File: src/rtl/instr_fetch.sv
// Fetch stage plus IF/ID register: one outstanding imem read, a one-entry skid
// buffer for words decode cannot take, and delay-slot-aware redirect handling.
module instr_fetch #(
  parameter logic [31:0] RESET_PC = 32'h0000_0000
) (
  input  logic        clk,
  input  logic        rst_n,
  output logic        imem_req,
  output logic [31:0] imem_addr,
  input  logic        imem_ack,
  input  logic [31:0] imem_rdata,
  output logic [31:0] pc,
  output logic [31:0] instr,
  output logic        instr_valid,
  input  logic        stall,
  input  logic        jump_branch,
  input  logic        jump_target,
  input  logic        jump_reg,
  input  logic [31:0] jr_pc
);

  localparam int unsigned XLEN = 32;

  typedef enum logic [1:0] {
    ST_IDLE,
    ST_REQ,
    ST_WAIT
  } state_e;

  state_e            state_q, state_d;
  logic              imem_req_q, imem_req_d;
  logic [XLEN-1:0]   imem_addr_q, imem_addr_d;
  logic [XLEN-1:0]   fetch_pc_q, fetch_pc_d;
  logic [XLEN-1:0]   skid_instr_q, skid_instr_d;
  logic [XLEN-1:0]   skid_pc_q, skid_pc_d;
  logic [XLEN-1:0]   pc_q, pc_d;
  logic [XLEN-1:0]   instr_q, instr_d;
  logic              instr_valid_q, instr_valid_d;

  logic [XLEN-1:0]   p4_c;
  logic [XLEN-1:0]   br_off_c;
  logic [XLEN-1:0]   target_c;
  logic [XLEN-1:0]   next_addr_c;
  logic              redirect_c;
  logic              issue_c;

  // Redirect target from the instruction currently in IF/ID
  always_comb begin
    p4_c     = pc_q + XLEN'(4);
    br_off_c = {{14{instr_q[15]}}, instr_q[15:0], 2'b00};
    if (jump_reg) begin
      target_c = {jr_pc[31:2], 2'b00};
    end else if (jump_target) begin
      target_c = {p4_c[31:28], instr_q[25:0], 2'b00};
    end else begin
      target_c = p4_c + br_off_c;
    end
    redirect_c  = instr_valid_q & ~stall & (jump_branch | jump_target | jump_reg);
    next_addr_c = redirect_c ? target_c : fetch_pc_q;
  end

  // The word after the branch is always already issued (in flight, in SKID, or
  // landing in IF/ID this edge), so the target only ever replaces fetch_pc.
  always_comb begin
    state_d       = state_q;
    imem_req_d    = imem_req_q;
    imem_addr_d   = imem_addr_q;
    fetch_pc_d    = fetch_pc_q;
    skid_instr_d  = skid_instr_q;
    skid_pc_d     = skid_pc_q;
    pc_d          = pc_q;
    instr_d       = instr_q;
    instr_valid_d = instr_valid_q;
    issue_c       = 1'b0;

    if (!stall) begin
      instr_d       = '0;
      instr_valid_d = 1'b0;
    end

    case (state_q)
      ST_IDLE: begin
        issue_c = 1'b1;
        state_d = ST_REQ;
      end
      ST_REQ: begin
        if (imem_ack) begin
          if (stall) begin
            skid_instr_d = imem_rdata;
            skid_pc_d    = imem_addr_q;
            imem_req_d   = 1'b0;
            state_d      = ST_WAIT;
          end else begin
            pc_d          = imem_addr_q;
            instr_d       = imem_rdata;
            instr_valid_d = 1'b1;
            issue_c       = 1'b1;
          end
        end
      end
      ST_WAIT: begin
        if (!stall) begin
          pc_d          = skid_pc_q;
          instr_d       = skid_instr_q;
          instr_valid_d = 1'b1;
          issue_c       = 1'b1;
          state_d       = ST_REQ;
        end
      end
      default: state_d = ST_IDLE;
    endcase

    if (issue_c) begin
      imem_req_d  = 1'b1;
      imem_addr_d = next_addr_c;
      fetch_pc_d  = next_addr_c + XLEN'(4);
    end else if (redirect_c) begin
      fetch_pc_d = target_c;
    end
  end

  always_ff @(posedge clk or negedge rst_n) begin
    if (!rst_n) begin
      state_q       <= ST_IDLE;
      imem_req_q    <= 1'b0;
      imem_addr_q   <= '0;
      fetch_pc_q    <= {RESET_PC[31:2], 2'b00};
      skid_instr_q  <= '0;
      skid_pc_q     <= '0;
      pc_q          <= '0;
      instr_q       <= '0;
      instr_valid_q <= 1'b0;
    end else begin
      state_q       <= state_d;
      imem_req_q    <= imem_req_d;
      imem_addr_q   <= imem_addr_d;
      fetch_pc_q    <= fetch_pc_d;
      skid_instr_q  <= skid_instr_d;
      skid_pc_q     <= skid_pc_d;
      pc_q          <= pc_d;
      instr_q       <= instr_d;
      instr_valid_q <= instr_valid_d;
    end
  end

  assign imem_req    = imem_req_q;
  assign imem_addr   = imem_addr_q;
  assign pc          = pc_q;
  assign instr       = instr_q;
  assign instr_valid = instr_valid_q;

endmodule

File: config.mk
export PLATFORM = sky130hd
export DESIGN_NAME = instr_fetch
export DESIGN_NICKNAME = d
export VERILOG_FILES = /design/src/rtl/instr_fetch.sv
export SDC_FILE = /design/constraint.sdc
export NUM_CORES = 1
export LEC_CHECK = 0
export CORE_MARGIN = 2
export CORE_UTILIZATION = 50
export DETAILED_ROUTE_END_ITERATION = 10
export PLACE_DENSITY = 0.77
export SLEW_MARGIN = 20
export SYNTH_ARGS = -nofsm -noshare
export SYNTH_HDL_FRONTEND = slang
export SYNTH_SLANG_ARGS = --single-unit
export TNS_END_PERCENT = 50
File: constraint.sdc
create_clock -name clk -period 5.25 [get_ports clk]
set_clock_uncertainty 0.2 [all_clocks]
set_input_delay 1.575 -clock clk [delete_from_list [all_inputs] [get_ports clk]]
set_output_delay 1.575 -clock clk [all_outputs]
set_load 0.02 [all_outputs]
Word-level counts from Yosys, hierarchy flattened --
Cells that the tools add are included. Widths: inputs -> output; s select.
Storage, ports and cells: bits in registers 196, input bits 71, output and inout bits 98, word-level logic and storage cells 60
Operators by class: add/sub/neg operators 3, eq/ne operators 6, multiplexer cells 28, bitwise operators 5, reductions and logical operators 9
Operators with widths (number):
- $mux 32 | 11
- $pmux 32 s2 | 2
- $add 32x3->32 const B | 2
- $add 32x32->32 | 1
- $mux 1 | 9
- $reduce_and 3->1 | 3
- $ne 2x2->1 const B | 4
- $reduce_bool 2->1 | 4
- $mux 2 | 3
- $pmux 2 s3 | 1
- $reduce_and 4->1 | 1
- $pmux 1 s3 | 1
- $and 1x1->1 | 2
- $eq 2x1->1 const B | 1
- $eq 2x2->1 const B | 1
- $logic_not 2->1 | 1
- $or 1x1->1 | 2
- $pmux 1 s2 | 1
- $not 1->1 | 1

Logic depth before layout (Yosys ltp) --
Gate-level depths: netlist of run 1.
depth in word-level cells 7, depth in mapped cells 20, mapped depth without buffers 17

Worst setup path after synthesis of run 1 --
OpenSTA, ideal clock, no wires.
kind input port to flip-flop, start point input port jump_target, end point register fetch_pc_q[24], library setup time 0.128 ns, arrival time 5.225 ns, data required time 4.922 ns, path slack -0.303 ns, stages 17, path buffers 5, cell sequence nor3_1 or2_2 buf_2 clkbuf_1 clkbuf_1 buf_1 a21oi_1 inv_1 ha_1 nand2_1 or4_4 nor4b_4 nand3_2 or3_1 buf_6 nand3b_4 xnor2_1
On the way: longest elaborated chain between the ends 6
RTL lines:
- start: declaration | line 17 | input logic jump_target,
- $or 1x1->1 (2 in series) | line 58 | redirect_c = instr_valid_q & ~stall & (jump_branch | jump_target | jump_reg);
- $and 1x1->1 | line 58
- $mux 32 (*) | line 117 | end else if (redirect_c) begin
- net next_addr_c[2] | line 43 | logic [XLEN-1:0] next_addr_c;
- $add 32x3->32 (*) | line 116 | fetch_pc_d = next_addr_c + XLEN'(4);
- $mux 32 (*) | line 113 | if (issue_c) begin
- net fetch_pc_d[24] | line 33 | logic [XLEN-1:0] fetch_pc_q, fetch_pc_d;
- end signal: assignment | line 127 | fetch_pc_q <= {RESET_PC[31:2], 2'b00};
- end signal: assignment | line 137 | fetch_pc_q <= fetch_pc_d;
- end: declaration | line 33
Mark *: on every way through the listed nets, which the timed path passes. The rest lies on a longest branch. A chain may end at the register's enable or synchronous reset.

Worst setup path in the final report of run 1 --
start point register pc_q[2] (netlist: pc[2]), end point register fetch_pc_q[31]
On the way: longest elaborated chain between the ends 7
RTL lines:
- start: declaration | line 36 | logic [XLEN-1:0] pc_q, pc_d;
- start signal: assignment | line 140 | pc_q <= pc_d;
- $add 32x3->32 (*) | line 49 | p4_c = pc_q + XLEN'(4);
- $add 32x32->32 | line 56 | target_c = p4_c + br_off_c;
- $mux 32 (*) | line 53 | end else if (jump_target) begin
- $mux 32 (*) | line 51 | if (jump_reg) begin
- $mux 32 (*) | line 117
- $add 32x3->32 | line 116
- $mux 32 (*) | line 113
- net fetch_pc_d[31] | line 33
Marks and branches as above.

==> run_results.csv, run 1 <==
group,metric,value,unit
critical_path,reg2reg_from,"pc[2]$_DFFE_PN0P_",
place,place_ws,-0.101,ns
min_path,min_from,"fetch_pc_q[0]$_DFF_PN0_",
synthesis,synth_top_flop_cell,"dfrtp_1",
pwr,clock_power_share,0.154,
clock_network,cts_buffer_depth,2,
min_path,holdPathEnd,"fetch_pc_q[0]$_DFF_PN0_",
grt,grt_first_pass_wirelength,57900,um
synthesis,avgSynthCellArea,9.56,um2
die,die_w,157,um
pwr,p_sw,3.93,mW
synthesis,ys_top_cells_by_count,"dfrtp_1, nand2_1, nor2_1",
die,initial_core_util,0.504,
place,place_congestion,0.976,
finish,nNetsFinal,1563,
pwr,seqPwrFrac,0.306,
pwr,combPwrFrac,0.540,
detailed_routing,via_per_inst,6.03,
critical_path,r2r_cells,18,
pwr,p_leak,6.55,nW
critical_path,cp-start-kind,"register",
sta,setup_violations,0,
sta,slew_headroom,0.383,
pwr,powerDensity,592,nW/um2
synthesis,async_flop_share,1.00,
sta,finalCritPeriodShare,0.971,
clock_network,clock_sinks,196,
place,dpl_cell_area,14400,um2
critical_path,crit_type,"reg2reg",
pwr,swShare,0.440,
clock_network,cts-hold-fix-buffers,0,
synthesis,synth_cells,1227,
finish,area_growth_syn_to_layout,28.8,%
grt,grt_max_degree,111,
pwr,p_int,5.01,mW
sta,whs,0.305,ns
grt,grtUsageTotal,0.306,
synthesis,synth_edf_count,0,
finish,final_util,0.649,
synthesis,synth_area_leaders,"dfrtp_1, mux2_2, a22o_1",
run_status,status,"finished clean",
detailed_routing,postRouteAntennaNets,0,
clock_network,numCtsBuffers,17,
synthesis,syn-cell-area,11700,um2
synthesis,syn_nets,1336,
clock_network,clkTransAtPathRegs,0.08,ns
synthesis,yosys.cell_count.top_type,"dfrtp_1",
synthesis,synth_largest_area_cell,"dfrtp_1",
place,place_hpwl,27800,um
clock_network,htreeDepth,4,
synthesis,synth_warnings,0,
detailed_routing,remaining_drc_errors,0,
run,drv_cap,0,
critical_path,required,5.41,ns
die,die-area,24700,um2
detailed_routing,wirelength,37600,um
sta,setup_ws,0.152,ns
synthesis,ys_ff_latch,196,
critical_path,regToRegEndpoint,"fetch_pc_q[31]$_DFF_PN0_",
sta,finalCriticalPeriod,5.10,ns
detailed_routing,via_count,10800,
place,numPortBuffers,166,
grt,grt_pass1_vias,10400,
sta,slew_violations,0,
die,num_rows,56,
grt,grt.overflow.total,0,
critical_path,crit_fanout,5,
min_path,hp-class,"reg2reg",
pwr,ir_drop,394,uV
synthesis,synth.top_cell.area_share,0.418,
clock_network,cts_tree,"done",
detailed_routing,drtPass1Iterations,6,
sta,finalHoldViolations,0,
critical_path,cp_data_arrival_time,5.25,ns
die,coreArea,23300,um2
sta,rsz0062_at_grt,"true",
clock_network,clockRootBuffer,"clkbuf_16",
die,die_h,157,um
die,pin_count,169,
synthesis,yosysUniqueCellTypes,80,
clock_network,clock_latency,0.45,ns
synthesis,synth_seq_area_share,0.418,
critical_path,reg2reg_slack,0.15,ns
finish,drive_above_1_share,0.175,
finish,final_area,15100,um2
critical_path,critPathCaptureType,"register",
sta,worst_pin_slew,0.925,ns
min_path,hold_depth,2,
detailed_routing,wl_per_cell,21.1,um
detailed_routing,drtIter0Drc,1032,
finish,insertedDiodeCount,0,
sta,fmax,196,MHz
grt,antenna_found_initial,0,
-- sequential cells by signal, indices dropped and copies added (netlist names) --
register      flops
fetch_pc_q       32
imem_addr        32
imem_req          1
instr            32
instr_valid       1
pc               32
skid_instr_q     32
skid_pc_q        32
state_q           2
-- cells in the final DEF, fill, tap and decap left out, types with 8 or more instances in the layout --
cell	count
o22ai_1	9
a21oi_1	85
inv_1	19
mux2_2	67
buf_4	112
nand4_1	24
clkbuf_16	17
a22o_1	68
nor3_1	11
xnor2_1	43
a211oi_1	14
o21ai_0	51
mux2i_1	46
a31oi_1	8
ha_1	36
nor2b_1	10
xor2_1	20
clkdlybuf4s50_1	164
a21o_1	13
dfrtp_1	195
nand3_1	30
nor2_1	92
and3_1	12
nand2_1	151
-- per-layer routing --
metal  wire, um  share of wire  GRT usage
met5          0              0          0
met3       2440          0.065     0.0443
met1      15800           0.42      0.413
met4       1320          0.035      0.117
met2      18000           0.48      0.501
-- through the flow --
stage               power, mW  std cells  setup TNS (ns)
finish                   8.94       1786               0
global route             9.49       1786        -0.00362
CTS                      8.89       1784               0
detailed placement       7.47       1752          -0.182
global placement         7.35       1752          -0.136
floorplan                5.50       1227               0
-- worst max-delay path by stage --
stage | startpoint | to | depth (start not counted)
after floorplan | stall | fetch_pc_q[24]$_DFF_PN0_ | 18
after global placement | pc[2]$_DFFE_PN0P_ | fetch_pc_q[31]$_DFF_PN0_ | 16
after detailed placement | pc[2]$_DFFE_PN0P_ | fetch_pc_q[31]$_DFF_PN0_ | 16
after global routing | pc[2]$_DFFE_PN0P_ | fetch_pc_q[27]$_DFF_PN0_ | 17
after CTS | pc[2]$_DFFE_PN0P_ | fetch_pc_q[31]$_DFF_PN0_ | 18
final | pc[2]$_DFFE_PN0P_ | fetch_pc_q[31]$_DFF_PN0_ | 18
-- cells by family (layout without fill, tap and decap cells) --
logic type / Yosys count / count (layout) / synth area share
compound gates: 318 / 318 / 0.188
flops: 196 / 196 / 0.418
buf+inv: 93 / 333 / 0.0318
simple gates: 406 / 406 / 0.170
mux: 113 / 113 / 0.104
fa+ha+maj: 38 / 38 / 0.0412
xor+xnor: 63 / 63 / 0.0471
-- power by group through the flow --
stage	Combinational (mW)	Sequential (mW)	Clock [mW]
2_1_floorplan	2.54	2.96	0
3_3_place_gp	4.63	2.72	0
3_5_place_dp	4.72	2.75	0
4_1_cts	4.77	2.73	1.39
5_1_grt	5.23	2.81	1.44
6_report	4.83	2.74	1.38
-- layout make-up --
type	instances	area (um2)
clock buffer	18	439
clock inverter	14	181
fill	1944	8160
inverter	20	75.1
multi-input combinational	938	6540
sequential	196	4910
tap	319	399
timing repair buffer	281	2560
-- worst max-delay path, stage by stage, from the launching register on --
cell	delay, ns
dfrtp_2	0.42
nand3_1	0.16
or2_2	0.40
nor4_1	0.31
buf_4	0.19
nand3_1	0.09
xnor2_1	0.24
ha_1	0.29
buf_4	0.15
a21o_1	0.18
a31oi_1	0.32
o21ai_0	0.26
a2111oi_0	0.38
nor3_1	0.16
a2111oi_2	0.39
buf_4	0.18
nand4_1	0.14
nor4_2	0.35
xor2_1	0.20
-- what timing repair did --
action	4_1_cts	5_1_grt
pin swaps	0	5
buffers inserted	0	2
setup endpoints to repair	3	3
resized for setup	3	9
(Power assumes the default switching activity.)
==> run 2: changes to the inputs <==
CAP_MARGIN = 20   (was default)
==> results of run 2 <==
The final DEF is identical to that of run 1; final timing and power are the same.
==> run 3: changes to the inputs <==
CORE_UTILIZATION = 33   (was 50)
PLACE_DENSITY = 0.55   (was 0.77)
==> run_results.csv, run 3 (synthesis results as in run 1) <==
group,metric,value,unit
run_status,status,"finished clean",
grt,antenna_found_initial,0,
sta,finalCriticalPeriod,5.07,ns
die,initial_core_util,0.332,
run,drv_cap,0,
detailed_routing,via_per_inst,5.41,
clock_network,clock_sinks,196,
sta,finalHoldViolations,0,
clock_network,cts_tree,"done",
critical_path,path_cells,"ha_1, nand2_1, nor2_1, and4_1, xor2_1, ha_2, a21oi_1, o21ai_0, or2_2, o2111a_1, a211oi_2, nand3_1, or2_2, buf_4, or2_1, nor4_1, xor2_1",
grt,grt.overflow.total,0,
detailed_routing,wl_per_cell,21.0,um
critical_path,critPathCaptureType,"register",
finish,drive_above_1_share,0.181,
sta,setup_violations,0,
detailed_routing,postRouteAntennaNets,0,
die,die_w,193,um
detailed_routing,drtPass1Iterations,5,
grt,grt_max_degree,119,
place,numPortBuffers,166,
clock_network,clockRootBuffer,"clkbuf_16",
critical_path,cp-startpoint,"pc[3]$_DFFE_PN0P_",
critical_path,slowest_stage,"dfrtp_1",
finish,layout_common_cells,"dfrtp_1, clkdlybuf4s50_1, nand2_1, buf_4, nor2_1",
pwr,p_leak,6.59,nW
clock_network,clock_latency,0.46,ns
min_path,holdPathEnd,"fetch_pc_q[0]$_DFF_PN0_",
finish,area_growth_syn_to_layout,30.8,%
min_path,hold_depth,2,
critical_path,slowest_delay,0.44,ns
critical_path,cp_top_family,"simple AND/OR/NAND/NOR gates",
finish,final_area,15300,um2
min_path,min_from,"fetch_pc_q[0]$_DFF_PN0_",
clock_network,clkTransAtPathRegs,0.07,ns
grt,grt_first_pass_wirelength,62400,um
detailed_routing,remaining_drc_errors,0,
critical_path,crit_type,"reg2reg",
critical_path,required,5.42,ns
pwr,powerDensity,581,nW/um2
clock_network,cts-hold-fix-buffers,0,
sta,slew_violations,0,
grt,grtUsageTotal,0.225,
critical_path,crit_fanout,8,
clock_network,cts_buffer_depth,2,
sta,slew_headroom,0.329,
clock_network,numCtsBuffers,17,
critical_path,reg2reg_slack,0.18,ns
die,die_h,193,um
critical_path,r2r_cells,17,
place,dpl_cell_area,14700,um2
place,place_congestion,0.908,
finish,fin_cells,1940,
sta,worst_pin_slew,1.01,ns
critical_path,cp_num_buf_inv,1,
sta,setup_ws,0.183,ns
die,num_rows,69,
place,place_ws,-0.137,ns
critical_path,regToRegEndpoint,"fetch_pc_q[29]$_DFF_PN0_",
finish,final_util,0.435,
critical_path,cp-start-kind,"register",
min_path,hp-class,"reg2reg",
detailed_routing,via_count,10500,
place,place_inst,1908,
finish,nNetsFinal,1576,
critical_path,cp_data_arrival_time,5.24,ns
critical_path,reg2reg_from,"pc[3]$_DFFE_PN0P_",
die,die-area,37100,um2
sta,finalCritPeriodShare,0.965,
detailed_routing,wirelength,40800,um
critical_path,path_depth,17,
grt,grt_pass1_vias,10500,
clock_network,htreeDepth,4,
die,pin_count,169,
finish,insertedDiodeCount,0,
place,place_hpwl,30200,um
sta,fmax,197,MHz
detailed_routing,drtIter0Drc,767,
die,coreArea,35300,um2
pwr,ir_drop,325,uV
finish,final_common_cell,"dfrtp_1",
-- run 3: changes by cell type in the layout (fill, tap and decap cells not counted), sizes merged --
cell      delta
buf         +13
clkinv       -3
clkinvlp     +2
bufinv       -1
inv          +1
-- run 3: repair_timing --
| action | CTS | global route |
|---|---|---|
| pin swaps | 0 | 1 |
| endpoints found under the setup margin | 2 | 8 |
| cloned | 0 | 0 |
| setup buffers | 0 | 0 |
| endpoints found under the hold margin | 0 | 0 |
| gates resized for setup | 3 | 12 |
-- run 3: per-layer routing --
| layer | GRT usage | vias up | wire length [um] |
|---|---|---|---|
| li1 | - | 4988 | - |
| met1 | 0.298 | 5161 | 18300 |
| met2 | 0.367 | 298 | 19200 |
| met3 | 0.0400 | 58 | 2060 |
| met4 | 0.0790 | 0 | 1150 |
| met5 | 0 | - | 0 |
-- run 3: worst reg2reg max path, cell delays in order, from the launching register on --
cell and delay (ns):
dfrtp_1 0.44, ha_1 0.26, nand2_1 0.16, nor2_1 0.21
and4_1 0.22, xor2_1 0.30, ha_2 0.40, a21oi_1 0.20
o21ai_0 0.15, or2_2 0.36, o2111a_1 0.26, a211oi_2 0.26
nand3_1 0.16, or2_2 0.34, buf_4 0.15, or2_1 0.34
nor4_1 0.37, xor2_1 0.21
-- run 3: power by group --
group / internal, mW / total [mW] / leakage, nW / switching (mW)
clock network: 0.633 / 1.28 / 0.270 / 0.646
registers: 2.17 / 2.74 / 2.43 / 0.568
logic: 2.17 / 4.89 / 3.89 / 2.72
-- run 3: through the flow --
stage | hold WS [ns] | total power [mW] | setup TNS, ns
after CTS | 0.276 | 8.94 | 0
after detailed placement | 0.259 | 7.61 | -0.394
after global placement | 0.251 | 7.54 | -0.408
final | 0.270 | 8.91 | 0
after floorplan | 0.234 | 5.50 | 0
after global routing | 0.290 | 9.55 | -0.0800
-- run 3: how the worst max path moves through the flow --
| stage | slack [ns] | endpoint |
|---|---|---|
| 6_report | 0.18 | fetch_pc_q[29]$_DFF_PN0_ |
| 5_1_grt | -0.08 | fetch_pc_q[29]$_DFF_PN0_ |
| 4_1_cts | 0.08 | fetch_pc_q[29]$_DFF_PN0_ |
| 3_5_place_dp | -0.14 | fetch_pc_q[31]$_DFF_PN0_ |
| 3_3_place_gp | -0.16 | fetch_pc_q[31]$_DFF_PN0_ |
| 2_1_floorplan | 0.01 | fetch_pc_q[24]$_DFF_PN0_ |
-- run 3: layout make-up --
cell class              count  area [um2]
well taps                 461         577
inverters                  20        75.1
multi-input cells         938        6540
flip-flops and latches    196        4910
clock inverters            13         111
fillers                  3436       20000
clock buffers              18         439
repair buffers            294        2690
